==> src/rtl/mem_arbiter_pkg.sv <==
// Shared definitions for the memory arbiter between the MEM stage and the debug port.
package mem_arbiter_pkg;

    typedef enum logic [1:0] {
        IDLE   = 2'd0,
        CPU_RD = 2'd1,
        DBG_RD = 2'd2
    } owner_e;

    localparam int STARVE_MAX_DEF = 4;

endpackage

==> src/rtl/mem_arbiter_starve_counter.sv <==
// Saturating counter with synchronous clear.
// Tracks how many consecutive cycles the debug port has been denied.
module starve_counter #(
    parameter int MAX = 4,
    parameter int W   = $clog2(MAX + 1)
) (
    input  logic         clk,
    input  logic         rst_n,
    input  logic         inc,
    input  logic         clr,
    output logic [W-1:0] cnt
);

    localparam logic [W-1:0] MAXV = W'(MAX);

    always_ff @(posedge clk or negedge rst_n) begin
        if (!rst_n) begin
            cnt <= '0;
        end else if (clr) begin
            cnt <= '0;
        end else if (inc && cnt != MAXV) begin
            cnt <= cnt + 1'b1;
        end
    end

endmodule

==> src/rtl/mem_arbiter.sv <==
// Single-port memory arbiter: CPU has priority, debug reads are
// forced through after STARVE_MAX consecutive denials.
module mem_arbiter
    import mem_arbiter_pkg::*;
#(
    parameter int ADDR_W     = 8,
    parameter int DATA_W     = 32,
    parameter int STARVE_MAX = STARVE_MAX_DEF
) (
    input  logic              clk,
    input  logic              rst_n,
    input  logic              cpu_req,
    input  logic              cpu_we,
    input  logic [ADDR_W-1:0] cpu_addr,
    input  logic [DATA_W-1:0] cpu_wdata,
    input  logic              dbg_req,
    input  logic [ADDR_W-1:0] dbg_addr,
    output logic              mem_en,
    output logic              mem_we,
    output logic [ADDR_W-1:0] mem_addr,
    output logic [DATA_W-1:0] mem_wdata,
    input  logic [DATA_W-1:0] mem_rdata,
    output logic [DATA_W-1:0] cpu_rdata,
    output logic              cpu_rvalid,
    output logic              cpu_stall,
    output logic [DATA_W-1:0] dbg_rdata,
    output logic              dbg_rvalid
);

    localparam int CW = $clog2(STARVE_MAX + 1);

    owner_e            state;
    owner_e            state_nx;
    logic              rd_cpu;
    logic              rd_dbg;
    logic              cpu_gnt;
    logic              dbg_gnt;
    logic              starve_full;
    logic [CW-1:0]     starve_cnt;
    logic [DATA_W-1:0] cpu_hold;
    logic [DATA_W-1:0] dbg_hold;

    assign rd_cpu = (state == CPU_RD);
    assign rd_dbg = (state == DBG_RD);

    assign starve_full = (starve_cnt == CW'(STARVE_MAX));

    // Debug never gets a new grant in its own return cycle.
    assign dbg_gnt = dbg_req & ~rd_dbg & (~cpu_req | starve_full);
    assign cpu_gnt = cpu_req & ~dbg_gnt;

    starve_counter #(
        .MAX (STARVE_MAX),
        .W   (CW)
    ) u_starve (
        .clk   (clk),
        .rst_n (rst_n),
        .inc   (dbg_req & ~dbg_gnt),
        .clr   (~dbg_req | dbg_gnt | rd_dbg),
        .cnt   (starve_cnt)
    );

    always_ff @(posedge clk or negedge rst_n) begin
        if (!rst_n) begin
            state <= IDLE;
        end else begin
            state <= state_nx;
        end
    end

    always_comb begin
        state_nx = IDLE;
        unique case (1'b1)
            dbg_gnt:           state_nx = DBG_RD;
            cpu_gnt & ~cpu_we: state_nx = CPU_RD;
            default:           state_nx = IDLE;
        endcase
    end

    always_ff @(posedge clk or negedge rst_n) begin
        if (!rst_n) begin
            cpu_hold <= '0;
            dbg_hold <= '0;
        end else begin
            if (rd_cpu) cpu_hold <= mem_rdata;
            if (rd_dbg) dbg_hold <= mem_rdata;
        end
    end

    always_comb begin
        mem_en     = 1'b0;
        mem_we     = 1'b0;
        mem_addr   = '0;
        mem_wdata  = '0;
        cpu_stall  = 1'b0;
        cpu_rvalid = 1'b0;
        dbg_rvalid = 1'b0;
        cpu_rdata  = cpu_hold;
        dbg_rdata  = dbg_hold;
        if (rst_n) begin
            mem_en     = cpu_gnt | dbg_gnt;
            mem_we     = cpu_gnt & cpu_we;
            cpu_stall  = cpu_req & dbg_gnt;
            cpu_rvalid = rd_cpu;
            dbg_rvalid = rd_dbg;
            if (dbg_gnt) begin
                mem_addr = dbg_addr;
            end else if (cpu_gnt) begin
                mem_addr  = cpu_addr;
                mem_wdata = cpu_wdata;
            end
            if (rd_cpu) cpu_rdata = mem_rdata;
            if (rd_dbg) dbg_rdata = mem_rdata;
        end
    end

endmodule

==> config.mk <==
export PLATFORM = sky130hd
export DESIGN_NAME = mem_arbiter
export DESIGN_NICKNAME = d
export VERILOG_FILES = /design/src/rtl/mem_arbiter_pkg.sv /design/src/rtl/mem_arbiter_starve_counter.sv /design/src/rtl/mem_arbiter.sv
export SDC_FILE = /design/constraint.sdc
export NUM_CORES = 1
export LEC_CHECK = 0
export BUFFER_PORTS_ARGS = -buffer_cell sky130_fd_sc_hd__buf_2
export CAP_MARGIN = 20
export CELL_PAD_IN_SITES_DETAIL_PLACEMENT = 1
export CELL_PAD_IN_SITES_GLOBAL_PLACEMENT = 2
export CORE_UTILIZATION = 27
export DETAILED_ROUTE_END_ITERATION = 8
export HOLD_SLACK_MARGIN = 0.1
export MAX_ROUTING_LAYER = met4
export PLACE_DENSITY_LB_ADDON = 0.1
export SYNTH_ARGS = -nofsm -noshare
export SYNTH_HDL_FRONTEND = slang
export SYNTH_SLANG_ARGS = --single-unit
==> constraint.sdc <==
create_clock -name clk -period 1.8 [get_ports clk]
set_input_delay 0.09 -clock clk [delete_from_list [all_inputs] [get_ports clk]]
set_output_delay 0.09 -clock clk [all_outputs]
set_load 0.05 [all_outputs]
==> results of run 1 <==
[flip-flops by register name, indices dropped and copies added, names as in the netlist]
signal	flops
cpu_hold	32
dbg_hold	32
u_starve.cnt	3
state	2
[cell usage after synthesis (all sizes together) (2+ instances only)]
master / instances
nand2: 115
mux2: 96
dfrtp: 69
and2: 34
buf: 17
mux2i: 8
clkbuf: 7
inv: 7
nor2: 4
a21oi: 2
ha: 2
nand2b: 2
nand3: 2
nor2b: 2
[area by class of cell]
type	instances	area share, %
repair buffers	266	38.1
multi-input cells	273	30.9
well taps	180	3.11
flip-flops and latches	69	23.8
clock buffers	10	3.16
inverters	7	0.362
clock inverters	6	0.535
[worst reg2reg max path, cell delays in order, from the launching register on]
cell	delay, ps
dfrtp_1	400
buf_4	140
nand2b_2	150
buf_12	130
buf_4	100
buf_4	240
nand4_1	160
nor2_1	120
[where the power goes]
group	internal [uW]	switching, uW	leakage, uW
Clock	930	685	0.000129
Combinational	1530	1930	0.00266
Sequential	1840	149	0.000832
[cell families (layout without fill, tap and decap cells)]
kind of cell	count (synthesis)	count (layout)	share of synthesized area [%]
AO/OA/AOI/OAI	4	4	1.06
flip-flops	69	69	44.3
multiplexers	104	104	29.8
adder cells (fa/ha/maj)	2	2	0.641
AND/OR/NAND/NOR	163	163	19.5
buffers and inverters	31	289	4.78
[final timing paths]
check	cells after the start	endpoint	from	slack, ps
max	8	mem_wdata[29]	u_starve.cnt[0]$_DFFE_PN0P_	-160
min	2	state[0]$_DFF_PN0_	cpu_we	120
max reg2reg	7	u_starve.cnt[0]$_DFFE_PN0P_	state[1]$_DFF_PN0_	280
min reg2reg	2	dbg_hold[26]$_DFF_PN0_	dbg_hold[26]$_DFF_PN0_	470
max in group asynchronous	3	dbg_hold[12]$_DFF_PN0_	rst_n	700
min in group asynchronous	2	cpu_hold[31]$_DFF_PN0_	rst_n	310
[routing by layer]
metal | routed length, um | vias to the layer above | GRT usage [%]
met3 | 640 | 9 | 3.28
li1 | - | 1728 | -
met5 | 0 | - | -
met1 | 5840 | 1780 | 22.1
met4 | 100 | 0 | 5.18
met2 | 7310 | 114 | 32.6
[through the flow]
| step | utilization [%] | hold slack [ps] | TNS (ps) | total power [uW] | worst slack (ps) |
|---|---|---|---|---|---|
| floorplan | - | -206 | -347 | 3910 | -42.4 |
| global placement | 37.0 | -52.9 | 0 | 4500 | 107 |
| detailed placement | 37.0 | -53.3 | 0 | 4540 | 41.2 |
| CTS | 49.3 | 101 | -7970 | 6890 | -145 |
| global route | 51.8 | 105 | -14130 | 7400 | -222 |
| finish | 51.8 | 115 | -7930 | 7070 | -155 |
[timing repair]
| action | in CTS | in global routing |
|---|---|---|
| hold buffers | 35 | 0 |
| endpoints found under the hold margin | 136 | 0 |
| setup buffers | 11 | 8 |
| cloned | 7 | 2 |
| gates resized for setup | 264 | 83 |
| pin swaps | 4 | 7 |
| endpoints found under the setup margin | 107 | 107 |
==> out/results.ini, run 1 <==
[synth]
synth-seq-area-share_pct=44.3
synth_top_area_share_pct=44.3
ys_ff_latch=69
async_flop_share_pct=100
synthTopCellsByArea=dfrtp_1 44%, mux2_2 27%, nand2_1 11%, and2_2 4.2%, mux2i_1 2.1%
synth_area_um2=3900
synth_edf_count=0
ys.flop_type=dfrtp_1
netlist.top_cell.by_area=dfrtp_1
syn_area_per_cell_um2=10.5
ys_warn_count=0
synth_cell_type_count=26
netlist_instances=373
syn_nets=460

[detailed_routing]
drt_iter0_markers=75
drc_errors=0
wl_per_cell_um=17.1
drt_wl_total_um=13900
vias_per_cell=4.48
dr.pass1.iters=4
vias=3631
drt.antenna.violating_nets=0

[finish]
design_area_um2=7250
fin_cells=811
multi_input_area_um2=2240
final_common_cell=nand2_1
drive_above_1_share_pct=61.6
area_growth_pct=85.8
fill_cells=1495
nets=713
regArea_um2=1730
antenna_cells=0
mostFrequentLayoutCells=114 x nand2_1, 84 x buf_2, 68 x dfrtp_1

[sta]
final_hold_viol_count=0
drv_slew=0
fin_ws_ps=-155
rsz0062_at_grt=true
worst_pin_slew_ps=463
post-route-period-util_pct=109
setup_viol_count_final=89
period_needed_ps=1960
skew_ps=7.29
max_slew_margin_pct=69.1
fmax_mhz=511

[placed_design]
io_buffers=193
dpl.cell_count=736
placed_area_um2=5170
gp_congestion=0.686
dpl.hpwl_um=8040

[pwr]
pwr_density_cell_nw_per_um2=975
p_leak_uw=0.00362
ir_worst_vdd_mv=0.580

[clocking]
htreeDepth=3
cts_buffers=9
cts.sinks=69
root_buffer=clkbuf_16
cts_buffer_depth=2
clock_insertion_delay_worst_skew_ps=330
cts_tree=yes
clk_pin_slew_ps=50

[floorplanning]
rows=43
io_pins=194
die_width_um=122
coreArea_um2=14000
start_util_pct=27.9
die_h_um=122
die_area_um2=14900

[setup_path]
path_cells=inv_2 > ha_4 > a21bo_4 > a31oi_4 > buf_6 > clkbuf_16 > and2_4 > buf_8
crit_slowest_cell=dfrtp_1
path_max_fanout=8
crit_family=buffers and inverters
crit_arrival_ps=1870
path_class=reg2out
critPathBufInv=4
cp.required_ps=1710
crit_path_start_kind=register
cp_slowest_stage_delay_ps=360
critPathCaptureType=output pin

[global_routing]
grt_pass1_wl_um=20600
grt_pass1_vias=3873
grt_usage_pct=18.8
grt_max_degree=36
grt_overflow=0
antenna_found_initial=0

[job]
maxCapViolations=0

[worst_hold_path]
hp-class=in2reg

[outcome]
violations=negative setup slack
status=finished, violations left

Note: power is estimated with default switching activity, not from simulation.
==> inputs of run 2 (changes only) <==
Settings changed: CTS_BUF_LIST from default to sky130_fd_sc_hd__clkbuf_2.
==> out/results.ini, run 2 (synthesis gave the netlist of run 1 again) <==
[finish]
drive_above_1_share_pct=61.3  ; -0.32 points
mostFrequentLayoutCells=114 x nand2_1, 83 x buf_2, 75 x buf_6
largest_registers=cpu_hold x32, dbg_hold x32, u_starve.cnt x3
final_common_cell=nand2_1
fill_cells=1513  ; +1.2%
antenna_cells=0  ; unchanged
nets=713  ; unchanged
area_growth_pct=81.6

[pwr]
p_clk_share_pct=12.7  ; -10 points
comb_power_share_pct=55.5  ; +6.5 points
intPower_uw=3570  ; -17%
total_power_uw=6260  ; -11%
p_leak_uw=0.00362  ; +0.19%
p_sw_uw=2700  ; -2.5%
p_sw_share_pct=43.1  ; +3.9 points
seq_power_share_pct=31.8  ; +3.6 points
pwr_density_cell_nw_per_um2=884  ; -9.3%
ir_worst_vdd_mv=0.521  ; -10%

[clocking]
cts_buffers=9  ; unchanged
clock_insertion_delay_worst_skew_ps=550  ; +220 ps
cts_buffer_depth=2  ; unchanged
cts_tree=yes
htreeDepth=3  ; unchanged
cts.sinks=69  ; unchanged
root_buffer=clkbuf_2
clk_pin_slew_ps=230  ; +180 ps

[setup_path]
ff2ff_path_depth=9  ; +2
path_max_fanout=33  ; +25
path_cells=inv_2 > ha_4 > a21bo_4 > a31oi_4 > buf_12 > and2_2 > buf_8
path_class=reg2out
crit_path_start_kind=register
crit_family=compound AO/OA/AOI/OAI gates
cp_slowest_stage_delay_ps=410  ; +50 ps
cp.required_ps=1710  ; about the same
crit_arrival_ps=2080  ; +210 ps
critPathBufInv=3  ; -1
crit_end=mem_wdata[20]
reg2reg_slack_ps=120  ; -160 ps
path_depth=7  ; -1
critPathCaptureType=output pin
cp-startpoint=u_starve.cnt[1]$_DFFE_PN0P_
crit_slowest_cell=dfrtp_1
rr_startpoint=state[1]$_DFF_PN0_
reg2reg_to=u_starve.cnt[0]$_DFFE_PN0P_

[sta]
drv_slew=0  ; unchanged
fin_hold_ws_ps=300  ; +185 ps
final_hold_viol_count=0  ; unchanged
period_needed_ps=2170  ; +214 ps
skew_ps=30.3  ; +23.0 ps
max_slew_margin_pct=68.7  ; -0.41 points
post-route-period-util_pct=121  ; +12 points
setup_viol_count_final=108  ; +21%
fin_ws_ps=-370  ; -214 ps
worst_pin_slew_ps=469  ; +6.12 ps
rsz0062_at_grt=true
fmax_mhz=461  ; -9.9%

[floorplanning]
die_h_um=122  ; unchanged
coreArea_um2=14000  ; unchanged
io_pins=194  ; unchanged
start_util_pct=27.9  ; unchanged
die_area_um2=14900  ; unchanged
rows=43  ; unchanged
die_width_um=122  ; unchanged

[outcome]
status=finished, violations left
violations=negative setup slack

[placed_design]
place_ws_ps=41.2  ; unchanged
gp_congestion=0.686  ; unchanged
io_buffers=193  ; unchanged
dpl.hpwl_um=8040  ; unchanged

[detailed_routing]
drt_iter0_markers=77  ; +2.7%
vias=3646  ; +0.41%
drt_wl_total_um=13700  ; -1.2%
vias_per_cell=4.50  ; +0.41%
drc_errors=0  ; unchanged
drt.antenna.violating_nets=0  ; unchanged
wl_per_cell_um=16.9  ; -1.2%
dr.pass1.iters=4  ; unchanged

[worst_hold_path]
hp-class=in2reg

[global_routing]
grt_usage_pct=18.6  ; -0.15 points
grt_max_degree=36  ; unchanged
grt_pass1_vias=3850  ; -0.59%
grt_overflow=0  ; unchanged
antenna_found_initial=0  ; unchanged
grt_pass1_wl_um=20300  ; -1.6%

[job]
maxCapViolations=0  ; unchanged

[run 2: worst min-delay path by stage]
stage	startpoint	end	slack [ps]	cells past startpoint
after floorplan	rst_n	cpu_hold[0]$_DFF_PN0_	-210	0
after global placement	rst_n	cpu_hold[31]$_DFF_PN0_	-50	1
after detailed placement	rst_n	dbg_hold[8]$_DFF_PN0_	-50	1
after CTS	mem_rdata[4]	dbg_hold[4]$_DFF_PN0_	230	4
after global routing	mem_rdata[2]	dbg_hold[2]$_DFF_PN0_	250	4
final	mem_rdata[10]	dbg_hold[10]$_DFF_PN0_	300	4
[run 2: metrics by stage]
stage	utilization (%)	cells	area (um2)	TNS (ps)
global route	50.6	811	7080	-48600
finish	50.6	811	7080	-34010
floorplan	-	373	3930	-347
detailed placement	37.0	736	5170	0
CTS	48.0	804	6720	-39730
global placement	37.0	736	5170	0
[run 2: routing by layer]
layer | track usage (%) | part of all wire, % | vias up | routed length, um
met5 | - | 0 | - | 0
met3 | 3.70 | 4.6 | 12 | 631
met4 | 5.49 | 1.1 | 0 | 147
li1 | - | - | 1733 | -
met1 | 21.9 | 43 | 1787 | 5890
met2 | 31.8 | 51 | 114 | 7060
[run 2: repair_timing]
action	CTS	global route
endpoints found under the setup margin	109	112
pin swaps	4	2
gates resized for setup	274	79
gates cloned	4	3
endpoints found under the hold margin	138	0
setup buffers	11	6
hold buffers	37	0
[run 2: layout make-up]
class	instances	area [um2]	share of cell area, %
repair buffers	266	2690	38.0
multi-input cells	273	2310	32.6
flip-flops and latches	69	1730	24.4
well taps	180	225	3.18
clock buffers	10	50.0	0.706
inverters	7	43.8	0.618
clock inverters	6	38.8	0.548
[run 2: power by group through the flow]
stage / logic, uW / clock network, uW / registers [uW]
final: 3480 / 795 / 1990
after global routing: 3650 / 910 / 2030
after CTS: 3270 / 840 / 1980
after detailed placement: 2530 / 0 / 2000
after global placement: 2510 / 0 / 1990
after floorplan: 1960 / 0 / 1960
[run 2: tightest hold or removal path, delay by kind of cell]
family	cells	cell delay [ps]
buf+inv	2	640
simple gates	2	110
